File: config.mk
export PLATFORM = sky130hd
export DESIGN_NAME = axi_ar_xbar
export DESIGN_NICKNAME = d
export VERILOG_FILES = /design/src/rtl/axi_ar_xbar.sv
export SDC_FILE = /design/constraint.sdc
export NUM_CORES = 1
export LEC_CHECK = 0
export CAP_MARGIN = 20
export CORE_MARGIN = 3
export CORE_UTILIZATION = 35
export DETAILED_ROUTE_END_ITERATION = 12
export GPL_TIMING_DRIVEN = 0
export PLACE_DENSITY = 0.95
export SKIP_CTS_REPAIR_TIMING = 1
export SYNTH_ARGS = -nofsm -noshare
export SYNTH_HDL_FRONTEND = slang
export SYNTH_SLANG_ARGS = --single-unit
File: constraint.sdc
create_clock -name clk -period 5.2 [get_ports clk]
set_input_delay 1.04 -clock clk [delete_from_list [all_inputs] [get_ports clk]]
set_output_delay 1.04 -clock clk [all_outputs]
set_load 0.005 [all_outputs]
File: src/rtl/axi_ar_xbar.sv
// axi_ar_xbar
//   AXI read-address crossbar: NM masters -> NS slaves. The last slave
//   (NS-1) is the default / decode-error slave. Each cycle one requesting
//   master is selected (round-robin by default). Its ARADDR is decoded against
//   a base/mask map. The request is captured in a one-entry output slice that
//   drives exactly one slave. The master index is prepended to ARID.
//
//   Optional build macro: AXI_AR_XBAR_FIXED_PRIO_EN
//     defined   -> fixed priority, the lowest-index valid master always wins
//                  (no rotating pointer is built)
//     undefined -> round-robin arbitration (default)
//
// Ports
//   clk        in   clock, all state on rising edge
//   rst        in   asynchronous active-low reset
//   m_arid     in   NM*ID_BITS     per-master ARID (master i at slice i)
//   m_araddr   in   NM*ADDR_BITS   per-master ARADDR
//   m_arlen    in   NM*LEN_BITS    per-master ARLEN
//   m_arsize   in   NM*SIZE_BITS   per-master ARSIZE
//   m_arburst  in   NM*2           per-master ARBURST
//   m_arvalid  in   NM             per-master ARVALID
//   m_arready  out  NM             per-master ARREADY (at most one bit set)
//   s_arid     out  NS*IDS         {master index, ARID}, broadcast
//   s_araddr / s_arlen / s_arsize / s_arburst  out  payload, broadcast
//   s_arvalid  out  NS             one-hot or zero, qualifies the payload
//   s_arready  in   NS             per-slave ARREADY
module axi_ar_xbar #(
  parameter int NM        = 2,
  parameter int NS        = 3,
  parameter int ID_BITS   = 4,
  parameter int ADDR_BITS = 32,
  parameter int LEN_BITS  = 4,
  parameter int SIZE_BITS = 3,
  parameter logic [(NS-1)*ADDR_BITS-1:0] SLV_BASE = {32'h0001_0000, 32'h0000_0000},
  parameter logic [(NS-1)*ADDR_BITS-1:0] SLV_MASK = {32'hFFFF_0000, 32'hFFFF_0000},
  localparam int MB  = (NM > 1) ? $clog2(NM) : 1,
  localparam int IDS = ID_BITS + MB
) (
  input  logic                     clk,
  input  logic                     rst,
  input  logic [NM*ID_BITS-1:0]    m_arid,
  input  logic [NM*ADDR_BITS-1:0]  m_araddr,
  input  logic [NM*LEN_BITS-1:0]   m_arlen,
  input  logic [NM*SIZE_BITS-1:0]  m_arsize,
  input  logic [NM*2-1:0]          m_arburst,
  input  logic [NM-1:0]            m_arvalid,
  output logic [NM-1:0]            m_arready,
  output logic [NS*IDS-1:0]        s_arid,
  output logic [NS*ADDR_BITS-1:0]  s_araddr,
  output logic [NS*LEN_BITS-1:0]   s_arlen,
  output logic [NS*SIZE_BITS-1:0]  s_arsize,
  output logic [NS*2-1:0]          s_arburst,
  output logic [NS-1:0]            s_arvalid,
  input  logic [NS-1:0]            s_arready
);

  localparam int TB = $clog2(NS);

  // Output slice
  logic                 valid_reg;
  logic [TB-1:0]        tgt_reg;
  logic [IDS-1:0]       id_reg;
  logic [ADDR_BITS-1:0] addr_reg;
  logic [LEN_BITS-1:0]  len_reg;
  logic [SIZE_BITS-1:0] size_reg;
  logic [1:0]           burst_reg;

  logic [MB-1:0]        win;
  logic                 any_valid;
  logic                 can_accept;
  logic                 grant;
  logic [ADDR_BITS-1:0] win_addr;
  logic [TB-1:0]        dec_tgt;

  assign any_valid  = |m_arvalid;
  // The slice can take a new request when empty or when it drains this cycle.
  assign can_accept = ~valid_reg | s_arready[tgt_reg];
  // Gating by rst keeps ARREADY low throughout reset.
  assign grant      = rst & can_accept & any_valid;

`ifdef AXI_AR_XBAR_FIXED_PRIO_EN
  // Downward scan leaves the lowest valid index as the winner.
  always_comb begin
    win = '0;
    for (int k = NM - 1; k >= 0; k--) begin
      if (m_arvalid[k]) win = MB'(k);
    end
  end
`else
  logic [MB-1:0] rr_reg;
  logic [MB-1:0] rr_next;
  int            idx;
  logic          found;

  // Search from rr upward, wrapping modulo NM; the first valid master wins.
  always_comb begin
    win   = '0;
    found = 1'b0;
    idx   = 0;
    for (int k = 0; k < NM; k++) begin
      idx = int'(rr_reg) + k;
      if (idx >= NM) idx = idx - NM;
      if (!found && m_arvalid[idx]) begin
        found = 1'b1;
        win   = MB'(idx);
      end
    end
    rr_next = (int'(win) == NM - 1) ? '0 : win + MB'(1);
  end

  always_ff @(posedge clk or negedge rst) begin
    if (!rst)       rr_reg <= '0;
    else if (grant) rr_reg <= rr_next;
  end
`endif

  assign win_addr = m_araddr[win*ADDR_BITS +: ADDR_BITS];

  // Address decode: the lowest matching region wins; no match -> default slave.
  always_comb begin
    dec_tgt = TB'(NS - 1);
    for (int s = NS - 2; s >= 0; s--) begin
      if ((win_addr & SLV_MASK[s*ADDR_BITS +: ADDR_BITS]) ==
          (SLV_BASE[s*ADDR_BITS +: ADDR_BITS] & SLV_MASK[s*ADDR_BITS +: ADDR_BITS]))
        dec_tgt = TB'(s);
    end
  end

  always_comb begin
    m_arready = '0;
    if (grant) m_arready[win] = 1'b1;
  end

  // A grant reloads the slice even when it drains on the same edge, so
  // back-to-back requests flow without bubbles.
  always_ff @(posedge clk or negedge rst) begin
    if (!rst) begin
      valid_reg <= 1'b0;
      tgt_reg   <= '0;
      id_reg    <= '0;
      addr_reg  <= '0;
      len_reg   <= '0;
      size_reg  <= '0;
      burst_reg <= '0;
    end else if (grant) begin
      valid_reg <= 1'b1;
      tgt_reg   <= dec_tgt;
      id_reg    <= {win, m_arid[win*ID_BITS +: ID_BITS]};
      addr_reg  <= win_addr;
      len_reg   <= m_arlen[win*LEN_BITS +: LEN_BITS];
      size_reg  <= m_arsize[win*SIZE_BITS +: SIZE_BITS];
      burst_reg <= m_arburst[win*2 +: 2];
    end else if (valid_reg && s_arready[tgt_reg]) begin
      valid_reg <= 1'b0;
    end
  end

  always_comb begin
    s_arvalid = '0;
    if (valid_reg) s_arvalid[tgt_reg] = 1'b1;
  end

  // Payload is broadcast; only s_arvalid selects the slave.
  for (genvar gi = 0; gi < NS; gi++) begin : g_bcast
    assign s_arid[gi*IDS +: IDS]                = id_reg;
    assign s_araddr[gi*ADDR_BITS +: ADDR_BITS]  = addr_reg;
    assign s_arlen[gi*LEN_BITS +: LEN_BITS]     = len_reg;
    assign s_arsize[gi*SIZE_BITS +: SIZE_BITS]  = size_reg;
    assign s_arburst[gi*2 +: 2]                 = burst_reg;
  end

endmodule

==> results of run 1 <==
routing by layer:
| layer | vias to the layer above | part of all wire, % | GRT usage [%] |
|---|---|---|---|
| li1 | 1495 | - | - |
| met1 | 1575 | 37 | 26.0 |
| met2 | 176 | 53 | 39.4 |
| met3 | 23 | 8.2 | 5.54 |
| met4 | 0 | 2.4 | 6.53 |
| met5 | - | 0 | 0 |
power groups by stage:
stage | registers (uW) | clock network [uW] | logic [uW]
floorplan | 549 | 0 | 379
global placement | 560 | 0 | 959
detailed placement | 567 | 0 | 987
CTS | 562 | 244 | 990
global route | 575 | 261 | 1050
finish | 560 | 236 | 980
per-stage QoR:
step	util, %	setup TNS (ns)	area [um^2]	power, uW	hold slack, ns
after floorplan	-	0	3120	928	0.444
after global placement	67.0	-1.15	5650	1520	0.456
after detailed placement	67.2	0	5660	1550	0.461
after CTS	68.3	0	5750	1800	0.482
after global routing	68.3	0	5750	1880	0.492
final	68.3	0	5750	1780	0.478
path summary, 6_finish.rpt:
path	from	end	slack, ns	cells after the start
min in group asynchronous	rst	addr_reg[8]$_DFFE_PN0P_	0.74	1
min reg2reg	rr_reg$_DFFE_PN0P_	rr_reg$_DFFE_PN0P_	0.48	1
min	rr_reg$_DFFE_PN0P_	rr_reg$_DFFE_PN0P_	0.48	1
max reg2reg	tgt_reg[1]$_DFFE_PN0P_	addr_reg[0]$_DFFE_PN0P_	3.25	6
max in group asynchronous	rst	burst_reg[0]$_DFFE_PN0P_	3.89	2
max	m_arvalid[0]	m_arready[0]	1.03	8
cell families (layout without fill, tap and decap cells):
kind of cell / Yosys count / after routing / share of synthesized area (%)
buffers and inverters: 112 / 360 / 26.2
DFF: 50 / 50 / 40.1
AOI/OAI and AO/OA: 99 / 99 / 23.8
and+or+nand+nor: 19 / 19 / 3.81
muxes: 19 / 19 / 6.17
cells in the mapped netlist:
library cell / n
sky130_fd_sc_hd__buf_4: 92
sky130_fd_sc_hd__a21o_1: 2
sky130_fd_sc_hd__nor4_1: 6
sky130_fd_sc_hd__o21a_1: 1
sky130_fd_sc_hd__o21ai_0: 32
sky130_fd_sc_hd__and3b_2: 1
sky130_fd_sc_hd__nand2_1: 4
sky130_fd_sc_hd__nand4_1: 2
sky130_fd_sc_hd__clkbuf_1: 8
sky130_fd_sc_hd__inv_1: 1
sky130_fd_sc_hd__o31ai_1: 1
sky130_fd_sc_hd__buf_2: 5
sky130_fd_sc_hd__o21ai_2: 1
sky130_fd_sc_hd__a21boi_0: 29
sky130_fd_sc_hd__o221ai_2: 1
sky130_fd_sc_hd__a221o_1: 29
sky130_fd_sc_hd__nor2_1: 1
sky130_fd_sc_hd__and3_1: 1
sky130_fd_sc_hd__mux2i_1: 17
sky130_fd_sc_hd__nor3_1: 2
sky130_fd_sc_hd__nor3b_1: 1
sky130_fd_sc_hd__dfrtp_1: 50
sky130_fd_sc_hd__nor3_4: 1
sky130_fd_sc_hd__o21ai_1: 2
sky130_fd_sc_hd__o221a_2: 1
sky130_fd_sc_hd__buf_6: 6
sky130_fd_sc_hd__mux2_2: 2
layout make-up:
type | instances | area [um^2] | area share, %
Multi-Input combinational cell | 137 | 1050 | 18.3
Sequential cell | 50 | 1250 | 21.7
Tap cell | 105 | 131 | 2.28
Clock buffer | 7 | 86.3 | 1.50
Timing Repair Buffer | 240 | 2410 | 41.8
Buffer | 111 | 813 | 14.1
Inverter | 1 | 3.75 | 0.0652
Clock inverter | 1 | 5.00 | 0.0870
worst max-delay path, cell delays in order:
cell                              delay [ns]
sky130_fd_sc_hd__clkdlybuf4s50_1        0.52
sky130_fd_sc_hd__inv_1                  0.05
sky130_fd_sc_hd__o21ai_0                0.14
sky130_fd_sc_hd__buf_2                  0.33
sky130_fd_sc_hd__and3_1                 0.19
sky130_fd_sc_hd__buf_2                  0.17
sky130_fd_sc_hd__buf_6                  0.16
sky130_fd_sc_hd__clkdlybuf4s50_1        0.52
==> out/summary.md, run 1 <==
The detailed-route vias per instance was 5.01; the share of the clock period used by the worst path was 80.3%. The slew at the pin closest to its max-slew limit works out to 0.616 ns. Dividing the detail-routed wire length by the instance count gives 17.6 um.

Worst slew margin relative to its limit: 58.9%. The initial utilization of the core area, before any placement, comes to 37.1%. For the global-route total usage across every layer, the log shows 22.1%.

The max-cap check violation count was 0; the number of H-tree levels was 2. For the peak supply drop, the log shows 0.171 mV. Setup violations remaining at the end of the flow were counted as 0. The run gives 31.5% as the register share of total power. The number of warnings printed during yosys synthesis is 0, and the number of rows in the core area is 33.

The post-synthesis to final-layout area growth works out to 84.2%. In this run the tool buffered the top-level ports with 239 buffer cells. Clock buffer count from CTS: 5. The number of antenna violations at the first check in global routing was 0. For the cell-internal power, the log shows 1290 uW. Summed over all instances, the cell type with the most area after synthesis is sky130_fd_sc_hd__dfrtp_1. Across all setup checks in the final design, the least slack found is 1.03 ns.

At the end of routability-driven placement, the weighted congestion stood at 0.832. The first-iteration detailed-routing DRC count came out at 105. 0 antenna diodes ended up in the layout. The number of instances in the placed design was 644; the time the final worst path needs with I/O delays and setup was 4.17 ns. When the netlist entered floorplanning its net count stood at 396. In this run the power density over the cells is 309 nW/um^2. The floorplan step set the die width to 100 um. The count of nets left with antenna violations once routing finished came out at 0. For the worst-skew pair, the clock arrives at the later sink with an insertion delay of 0.30 ns. STA classifies the critical path endpoint as an output port. For the worst setup path, the data arrival time is 3.13 ns. The synthesized design devotes to its leading area cell type 40.1% of total area. The total overflow left after global routing is 0. The logs give 0 for the DRC violations left and 1.04 ns for the pre-CTS worst setup slack. The net switching power was 489 uW; the average size of a mapped cell was 10.4 um^2.

Entering global routing, the biggest net connects 29 pins. The run gives 2 as the maximum clock insertion buffer count. The maximum fanout along the worst path works out to 10. The worst setup path is of the in2out kind.

The finished layout holds 652 standard cells, fillers aside. The count of pins over their slew limit is 0. The logs give 299 for the number of cells produced by synthesis and 40.1% for the sequential-to-total area share from yosys stat. The path class of the tightest hold or removal check is reg2reg. The total count of hold-check failures in the final report came out at 0. The routed via count is 3,269. Measured along the y axis, the die boundary spans 100 um. The largest clock skew in the final design is 0.00608 ns, and the wire length reported by the detailed router is 11.5 mm.

The clock slew seen by the registers of the worst setup and hold paths is 0.09 ns, and the leakage power of the design is 0.00251 uW. Upper clock frequency limit: 240 MHz. The logs give 55.2% for the logic gate share of total power and 50 for the CTS sink count.

The first global-routing pass estimated 17.7 mm of wire. The logs give 3,414 for the via count of the first global-routing pass and 10,100 um^2 for the full die area. The netlist uses 27 different library cells.

Of the total power, the share spent switching nets is 27.5%. TritonCTS built the clock tree. The register with the most flip-flops in the layout has 32 of them. The total of flip-flops plus latches after synthesis is 50, and the layout cell share with drive strength beyond 1 is 21.8%. The number of inserted filler cells in the final layout came out at 636.

The final layout contains 643 nets. The number of I/O pins is 240, and the standard cell core area is 8420 um^2. Root buffer selected by CTS: sky130_fd_sc_hd__clkbuf_8.

Setup repair after global routing left no endpoint under its margin. Leaving out fill and tap cells, the most frequent cells in the layout are 238 x sky130_fd_sc_hd__clkdlybuf4s50_1, 92 x sky130_fd_sc_hd__buf_4, 50 x sky130_fd_sc_hd__dfrtp_1. Yosys attributes the largest share of cell area to sky130_fd_sc_hd__dfrtp_1 40%, sky130_fd_sc_hd__buf_4 22%, sky130_fd_sc_hd__a221o_1 9.3%, sky130_fd_sc_hd__a21boi_0 7.0%, sky130_fd_sc_hd__mux2i_1 5.4%. The clock network is responsible for 13.3% of the overall power. The tools report the data required time of the worst path as 4.16 ns. The flow ran to the end, and the final reports show no timing, DRC or antenna violations. The logs give 4 for the number of optimization iterations in the first detailed-route pass and 9.24 mm for the half-perimeter wire length of the detailed placement result. The most common cell after layout, fill and taps aside was sky130_fd_sc_hd__clkdlybuf4s50_1. STA classifies the critical path startpoint as an input port.

The mapped netlist covers 3120 um^2.
Note: power is estimated with default switching activity, not from simulation.
==> inputs of run 2 (changes only) <==
--- a/config.mk
+++ b/config.mk
@@ -7,10 +7,10 @@
 export LEC_CHECK = 0
 export CAP_MARGIN = 20
 export CORE_MARGIN = 3
-export CORE_UTILIZATION = 35
+export CORE_UTILIZATION = 31
 export DETAILED_ROUTE_END_ITERATION = 12
 export GPL_TIMING_DRIVEN = 0
-export PLACE_DENSITY = 0.95
+export PLACE_DENSITY = 0.9
 export SKIP_CTS_REPAIR_TIMING = 1
 export SYNTH_ARGS = -nofsm -noshare
 export SYNTH_HDL_FRONTEND = slang
==> constraint.sdc (replaced) <==
create_clock -name clk -period 3.4 [get_ports clk]
set_input_delay 0.68 -clock clk [delete_from_list [all_inputs] [get_ports clk]]
set_output_delay 0.68 -clock clk [all_outputs]
set_load 0.005 [all_outputs]
==> out/summary.md, run 2 (synthesis results as in run 1) <==
The flow ran to the end, and the final reports show no timing, DRC or antenna violations. Wire length reported by the detailed router: 11.4 mm (was 11.5 mm). The width of the chip works out to 106 um (was 100 um). The via count of the first global-routing pass was 3,513 (was 3,414); the peak supply drop was 0.206 mV (was 0.171 mV).

The number of nets in the layout came out at 648 (was 643). The arrival time of data at the critical path endpoint is 2.59 ns (was 3.13 ns), and the number of antenna violations at the first check in global routing is 0 (unchanged). The number of I/O pins was 240 (unchanged); the leakage power of the design was 0.00254 uW (was 0.00251 uW).

The worst path uses 96.2% of the clock period. For the worst-case register-to-register setup slack, the log shows 1.42 ns (was 3.25 ns). The class of the most critical setup path was in2out (unchanged). Most frequent cells in the layout: 238 x sky130_fd_sc_hd__clkdlybuf4s50_1, 98 x sky130_fd_sc_hd__buf_4, 50 x sky130_fd_sc_hd__dfrtp_1 (was 238 x sky130_fd_sc_hd__clkdlybuf4s50_1, 92 x sky130_fd_sc_hd__buf_4, 50 x sky130_fd_sc_hd__dfrtp_1). The tools report the root buffer selected by CTS as sky130_fd_sc_hd__clkbuf_8 (unchanged).

For the clock latency of the later-clocked register in the worst-skew pair, the log shows 0.30 ns (about the same). The run gives 106 (was 105) as the first-iteration detailed-routing DRC count. The logs give 2 (unchanged) for the number of H-tree levels and 67.6% (was 58.9%) for the worst slew margin relative to its limit.

For the DRC violations left, the log shows 0 (unchanged). The global-route total usage across every layer is 19.7% (was 22.1%), and the starting density of the core is 32.0% (was 37.1%). The tools report the clock buffer count from CTS as 5 (unchanged). Per-cell routed wire length: 16.7 um (was 17.6 um). The number of rows in the core area is 36 (was 33), and the layout cell share with drive strength beyond 1 is 22.5% (was 21.8%). The first-pass GRT wire length was 17.9 mm (was 17.7 mm); the vertical die dimension was 106 um (was 100 um).

The post-synthesis to final-layout area growth is 87.3% (was 84.2%), and the maximum fanout along the worst path is 10 (unchanged). The logs give 2.72 ns (was 4.16 ns) for the data required time of the worst path and 3,230 (was 3,269) for the routed via count. The CTS sink count is 50 (unchanged), and the total inserted antenna cells is 0 (unchanged). The logs give 0 (unchanged) for the count of pins over their slew limit and 0.303 ns (was 0.478 ns) for the worst-case hold slack. The run gives 0.128 ns (was 1.03 ns) as the worst path setup slack after routing.

The flip-flop count of the largest register, all copies and words added was 32 (unchanged). Slew at the pin closest to its max-slew limit: 0.486 ns (was 0.616 ns). The logs give 0 (unchanged) for the max-cap check violation count and 0.866 (was 0.832) for the final weighted congestion in routability-driven placement. The maximum number of pins on one net before global-route repair is 30 (was 29), and the clock slew seen by the registers of the worst setup and hold paths is 0.09 ns (about the same). The number of setup violations in the final report is 0 (unchanged).

Final core area utilization: 59.8% (was 68.3%). The power per cell area was 475 nW/um^2 (was 309 nW/um^2). The upper clock frequency limit came out at 306 MHz. The tools report the kind of start point of the critical path as an input port (unchanged). The worst hold path class was in2async (was reg2reg). The most common cell after layout, fill and taps aside is sky130_fd_sc_hd__clkdlybuf4s50_1 (unchanged). The detailed-route vias per instance came out at 4.72 (was 5.01). The total congestion overflow after global routing was 0 (unchanged); the number of nets still failing antenna checks after routing was 0 (unchanged).

The run gives 2 (unchanged) as the maximum clock insertion buffer count. For the largest clock skew in the final design, the log shows 0.00464 ns (was 0.00608 ns). The number of optimization iterations in the first detailed-route pass is 4 (unchanged). The pre-CTS worst setup slack is -0.0466 ns (was 1.04 ns), and the overall power consumption is 2780 uW (was 1780 uW). The kind of capture point of the worst setup path is an output port (unchanged). The half-perimeter wire length of the detailed placement result is 9.33 mm (was 9.24 mm). TritonCTS built the clock tree. The full die area is 11,300 um^2 (was 10,100 um^2).

The number of buffers added on ports is 239 (unchanged), and the standard cell core area is 9770 um^2 (was 8420 um^2). The worst path in the final design needs a cycle of 3.27 ns, including I/O delays and setup. Setup repair after global routing left no endpoint under its margin. For the total count of hold-check failures in the final report, the log shows 0 (unchanged).
==> run 2: changes by cell type in the layout (fill, tap and decap cells not counted), sizes merged <==
cell      delta
clkinv       -1
buf          +4
clkinvlp     +1
bufinv       +1
==> run 2: final cells by class <==
cell class / instances / area, um^2
Fill cell: 821 / 3930
Tap cell: 133 / 166
Inverter: 1 / 3.75
Timing Repair Buffer: 245 / 2450
Sequential cell: 50 / 1250
Clock buffer: 6 / 72.6
Multi-Input combinational cell: 137 / 1050
Buffer: 111 / 816
Clock inverter: 2 / 37.5
==> run 2: metal layers <==
| metal | share of wire, % | global-route usage (%) | vias up |
|---|---|---|---|
| met5 | 0 | 0 | - |
| met4 | 1.4 | 5.37 | 0 |
| met3 | 6.4 | 3.89 | 12 |
| met2 | 55 | 38.9 | 152 |
| met1 | 37 | 20.9 | 1558 |
| li1 | - | - | 1508 |
==> run 2: stage by stage <==
step	TNS (ns)	instance area [um^2]	std cells
after floorplan	0	3120	299
after global placement	-46.84	5680	671
after detailed placement	-0.0495	5700	672
after CTS	-0.0863	5810	680
after global routing	0	5850	685
final	0	5850	685
==> run 2: report_power, final <==
group	internal [uW]	switching (uW)
combinational	1090	411
sequential	716	135
clock	220	203
==> run 2: final timing paths <==
kind	cells past startpoint	to	from
setup / recovery	7	m_arready[0]	s_arready[0]
hold / removal	1	burst_reg[0]$_DFFE_PN0P_	rst
setup reg to reg	6	burst_reg[0]$_DFFE_PN0P_	tgt_reg[1]$_DFFE_PN0P_
hold reg to reg	1	rr_reg$_DFFE_PN0P_	rr_reg$_DFFE_PN0P_
max in group asynchronous	2	id_reg[4]$_DFFE_PN0P_	rst
min in group clk	1	rr_reg$_DFFE_PN0P_	rr_reg$_DFFE_PN0P_
==> run 2: worst max-delay path, cell delays in order <==
cell	delay (ns)
sky130_fd_sc_hd__clkdlybuf4s50_1	0.46
sky130_fd_sc_hd__mux2i_1	0.10
sky130_fd_sc_hd__o221ai_2	0.30
sky130_fd_sc_hd__and3_1	0.20
sky130_fd_sc_hd__buf_2	0.17
sky130_fd_sc_hd__buf_6	0.17
sky130_fd_sc_hd__clkdlybuf4s50_1	0.52
==> inputs of run 3 (changes only) <==
--- a/config.mk
+++ b/config.mk
@@ -10,7 +10,7 @@
 export CORE_UTILIZATION = 31
 export DETAILED_ROUTE_END_ITERATION = 12
 export GPL_TIMING_DRIVEN = 0
-export PLACE_DENSITY = 0.9
+export PLACE_DENSITY = 0.82
 export SKIP_CTS_REPAIR_TIMING = 1
 export SYNTH_ARGS = -nofsm -noshare
 export SYNTH_HDL_FRONTEND = slang
==> out/summary.md, run 3 (synthesis results as in run 1) <==
The flip-flop count of the largest register, all copies and words added was 32 (unchanged). The number of H-tree levels is 2 (unchanged). Setup repair after global routing left no endpoint under its margin. The standard cell core area came out at 9770 um^2 (unchanged). For the number of antenna violations at the first check in global routing, the log shows 0 (unchanged).

The power share of the clock group came out at 15.7% (was 15.2%). The via count of the first global-routing pass is 3,312 (was 3,513), and the total congestion overflow after global routing is 0 (unchanged). Largest clock skew in the final design: 0.00897 ns (was 0.00464 ns). Cell-by-cell trace of the critical path: clkdlybuf4s50_1 -> mux2i_1 -> o221ai_2 -> and3_1 -> buf_2 -> buf_6 -> clkdlybuf4s50_1 (unchanged). The run gives 28 (was 30) as the maximum number of pins on one net before global-route repair.

The time the final worst path needs with I/O delays and setup works out to 3.26 ns (was 3.27 ns). The kind of start point of the critical path is an input port (unchanged). For the worst slew margin relative to its limit, the log shows 67.3% (was 67.6%). The share of the clock period used by the worst path was 96.0% (was 96.2%); the met3 wire length was 790 um (was 731 um).

The kind of cell with the highest combined delay on the critical path was buffers and inverters (unchanged). The routed via count was 3,157 (was 3,230); the first-iteration detailed-routing DRC count was 105 (was 106). The sum of met2 wire segment lengths after detailed routing is 5.81 mm (was 6.32 mm).

The number of optimization iterations in the first detailed-route pass was 4 (unchanged); the cell-internal power was 2040 uW (was 2030 uW). The data required time of the worst path came out at 2.72 ns (about the same). The top metal layer carrying routed signals was met4 (unchanged).

TritonCTS built the clock tree. For the clock buffer count from CTS, the log shows 5 (unchanged). Cell type of the slowest stage on the worst timing path: sky130_fd_sc_hd__clkdlybuf4s50_1 (unchanged).

The global-route total usage across every layer is 18.4% (was 19.7%). The DRC violations left is 0 (unchanged). Most common cell after layout, fill and taps aside: sky130_fd_sc_hd__clkdlybuf4s50_1 (unchanged).

For the final weighted congestion in routability-driven placement, the log shows 0.824 (was 0.866). For the half-perimeter wire length of the detailed placement result, the log shows 8.84 mm (was 9.33 mm). The tools report the kind of capture point of the worst setup path as an output port (unchanged). The detailed-route vias per instance was 4.62 (was 4.72). The clock latency of the later-clocked register in the worst-skew pair is 0.30 ns (about the same), and the final core area utilization is 59.8% (about the same). The worst-case hold slack was 0.277 ns (was 0.303 ns). The peak supply drop was 0.270 mV (was 0.206 mV). The tools report the total inserted antenna cells as 0 (unchanged). The run gives 844 (was 821) as the number of inserted filler cells in the final layout. The footprint of the multi-input gates is 1050 um^2 (unchanged). Worst hold path class: in2async (unchanged). The worst path setup slack after routing is 0.137 ns (was 0.128 ns), and the width of the chip is 106 um (unchanged). Total count of hold-check failures in the final report: 0 (unchanged). Class of the most critical setup path: in2out (unchanged).

The logs give 0 ns (unchanged) for the sum of negative setup slack and 36 (unchanged) for the number of rows in the core area. Root buffer selected by CTS: sky130_fd_sc_hd__clkbuf_8 (unchanged). For the upper clock frequency limit, the log shows 306 MHz (about the same).

The post-synthesis to final-layout area growth is 87.1% (was 87.3%). Pre-CTS worst setup slack: -0.0767 ns (was -0.0466 ns). Full die area: 11,300 um^2 (unchanged). Vertical die dimension: 106 um (unchanged). The flow ran to the end, and the final reports show no timing, DRC or antenna violations.

The leakage power of the design came out at 0.00254 uW (about the same). The clock slew seen by the registers of the worst setup and hold paths came out at 0.10 ns (was 0.09 ns). Most frequent cells in the layout: 238 x sky130_fd_sc_hd__clkdlybuf4s50_1, 98 x sky130_fd_sc_hd__buf_4, 50 x sky130_fd_sc_hd__dfrtp_1 (unchanged). The layout cell share with drive strength beyond 1 was 22.4% (was 22.5%); the maximum fanout along the worst path was 10 (unchanged).

The logic depth of the worst register-to-register path was 6 (unchanged). The depth of the critical timing path with buffers and inverters included works out to 7 (unchanged). The first-pass GRT wire length was 16.7 mm (was 17.9 mm); the net switching power was 740 uW (was 749 uW). The starting density of the core is 32.0% (unchanged). The number of setup violations in the final report was 0 (unchanged). Cell repeated most along the worst path: sky130_fd_sc_hd__clkdlybuf4s50_1 (unchanged).

The tools report the arrival time of data at the critical path endpoint as 2.58 ns (was 2.59 ns). The power per cell area is 476 nW/um^2 (was 475 nW/um^2). The peak per-stage delay on the critical path was 0.51 ns (was 0.52 ns); the switching share of power was 26.6% (was 26.9%).

The wire length reported by the detailed router was 11.0 mm (was 11.4 mm); the sum of buffers and inverters on the critical path was 4 (unchanged). The number of nets still failing antenna checks after routing was 0 (unchanged); the number of I/O pins was 240 (unchanged). For the max-cap check violation count, the log shows 0 (unchanged). The slew at the pin closest to its max-slew limit is 0.491 ns (was 0.486 ns). The run gives 53.7% (was 54.2%) as the logic gate share of total power. The register share of total power was 30.6% (about the same); the per-cell routed wire length was 16.1 um (was 16.7 um).

The flip-flop and latch area was 1250 um^2 (unchanged); the CTS sink count was 50 (unchanged). The detailed-routing wirelength on met1 is 4.32 mm (was 4.22 mm). For the number of nets in the layout, the log shows 647 (was 648). The run gives 2 (unchanged) as the maximum clock insertion buffer count. Number of buffers added on ports: 239 (unchanged).

Count of pins over their slew limit: 0 (unchanged).
run 3: cell types whose count changed in the layout (fill, tap and decap cells not counted):
| cell | change |
|---|---|
| sky130_fd_sc_hd__clkbuf_1 | -1 |
| sky130_fd_sc_hd__clkbuf_4 | -1 |
| sky130_fd_sc_hd__clkbuf_8 | +1 |
| sky130_fd_sc_hd__clkinvlp_4 | -1 |
run 3: routing by layer:
layer | GRT usage, % | vias up
li1 | - | 1501
met4 | 3.61 | 0
met2 | 34.4 | 149
met5 | 0 | -
met3 | 4.13 | 10
met1 | 21.5 | 1497
run 3: path summary, 6_finish.rpt:
check                                             from                  endpoint  slack (ns)
worst min-delay path                               rst  burst_reg[1]$_DFFE_PN0P_        0.28
max in group asynchronous                          rst  addr_reg[15]$_DFFE_PN0P_        2.65
worst max-delay path                      s_arready[2]              m_arready[0]        0.14
min in group clk                    rr_reg$_DFFE_PN0P_        rr_reg$_DFFE_PN0P_        0.50
worst min register to register      rr_reg$_DFFE_PN0P_        rr_reg$_DFFE_PN0P_        0.50
worst max register to register  tgt_reg[1]$_DFFE_PN0P_    len_reg[3]$_DFFE_PN0P_        1.45
run 3: final cells by class:
class                   instances  area share, %
plain buffers                 111           14.0
clock buffers                   6           1.41
flip-flops and latches         50           21.4
clock inverters                 1          0.514
well taps                     133           2.85
repair buffers                244           41.7
inverters                       1         0.0642
multi-input cells             137           18.0
run 3: stage by stage:
| stage | area, um^2 | total power (uW) | instances |
|---|---|---|---|
| after floorplan | 3120 | 1420 | 299 |
| after global placement | 5680 | 2320 | 671 |
| after detailed placement | 5700 | 2360 | 672 |
| after CTS | 5810 | 2810 | 679 |
| after global routing | 5840 | 2940 | 683 |
| final | 5840 | 2780 | 683 |
run 3: power groups by stage:
stage                     clock (uW)  combinational (uW)  sequential (uW)
final                            436                1500              853
after floorplan                    0                 580              840
after global placement             0                1460              857
after detailed placement           0                1500              863
after global routing             468                1600              876
after CTS                        446                1510              855
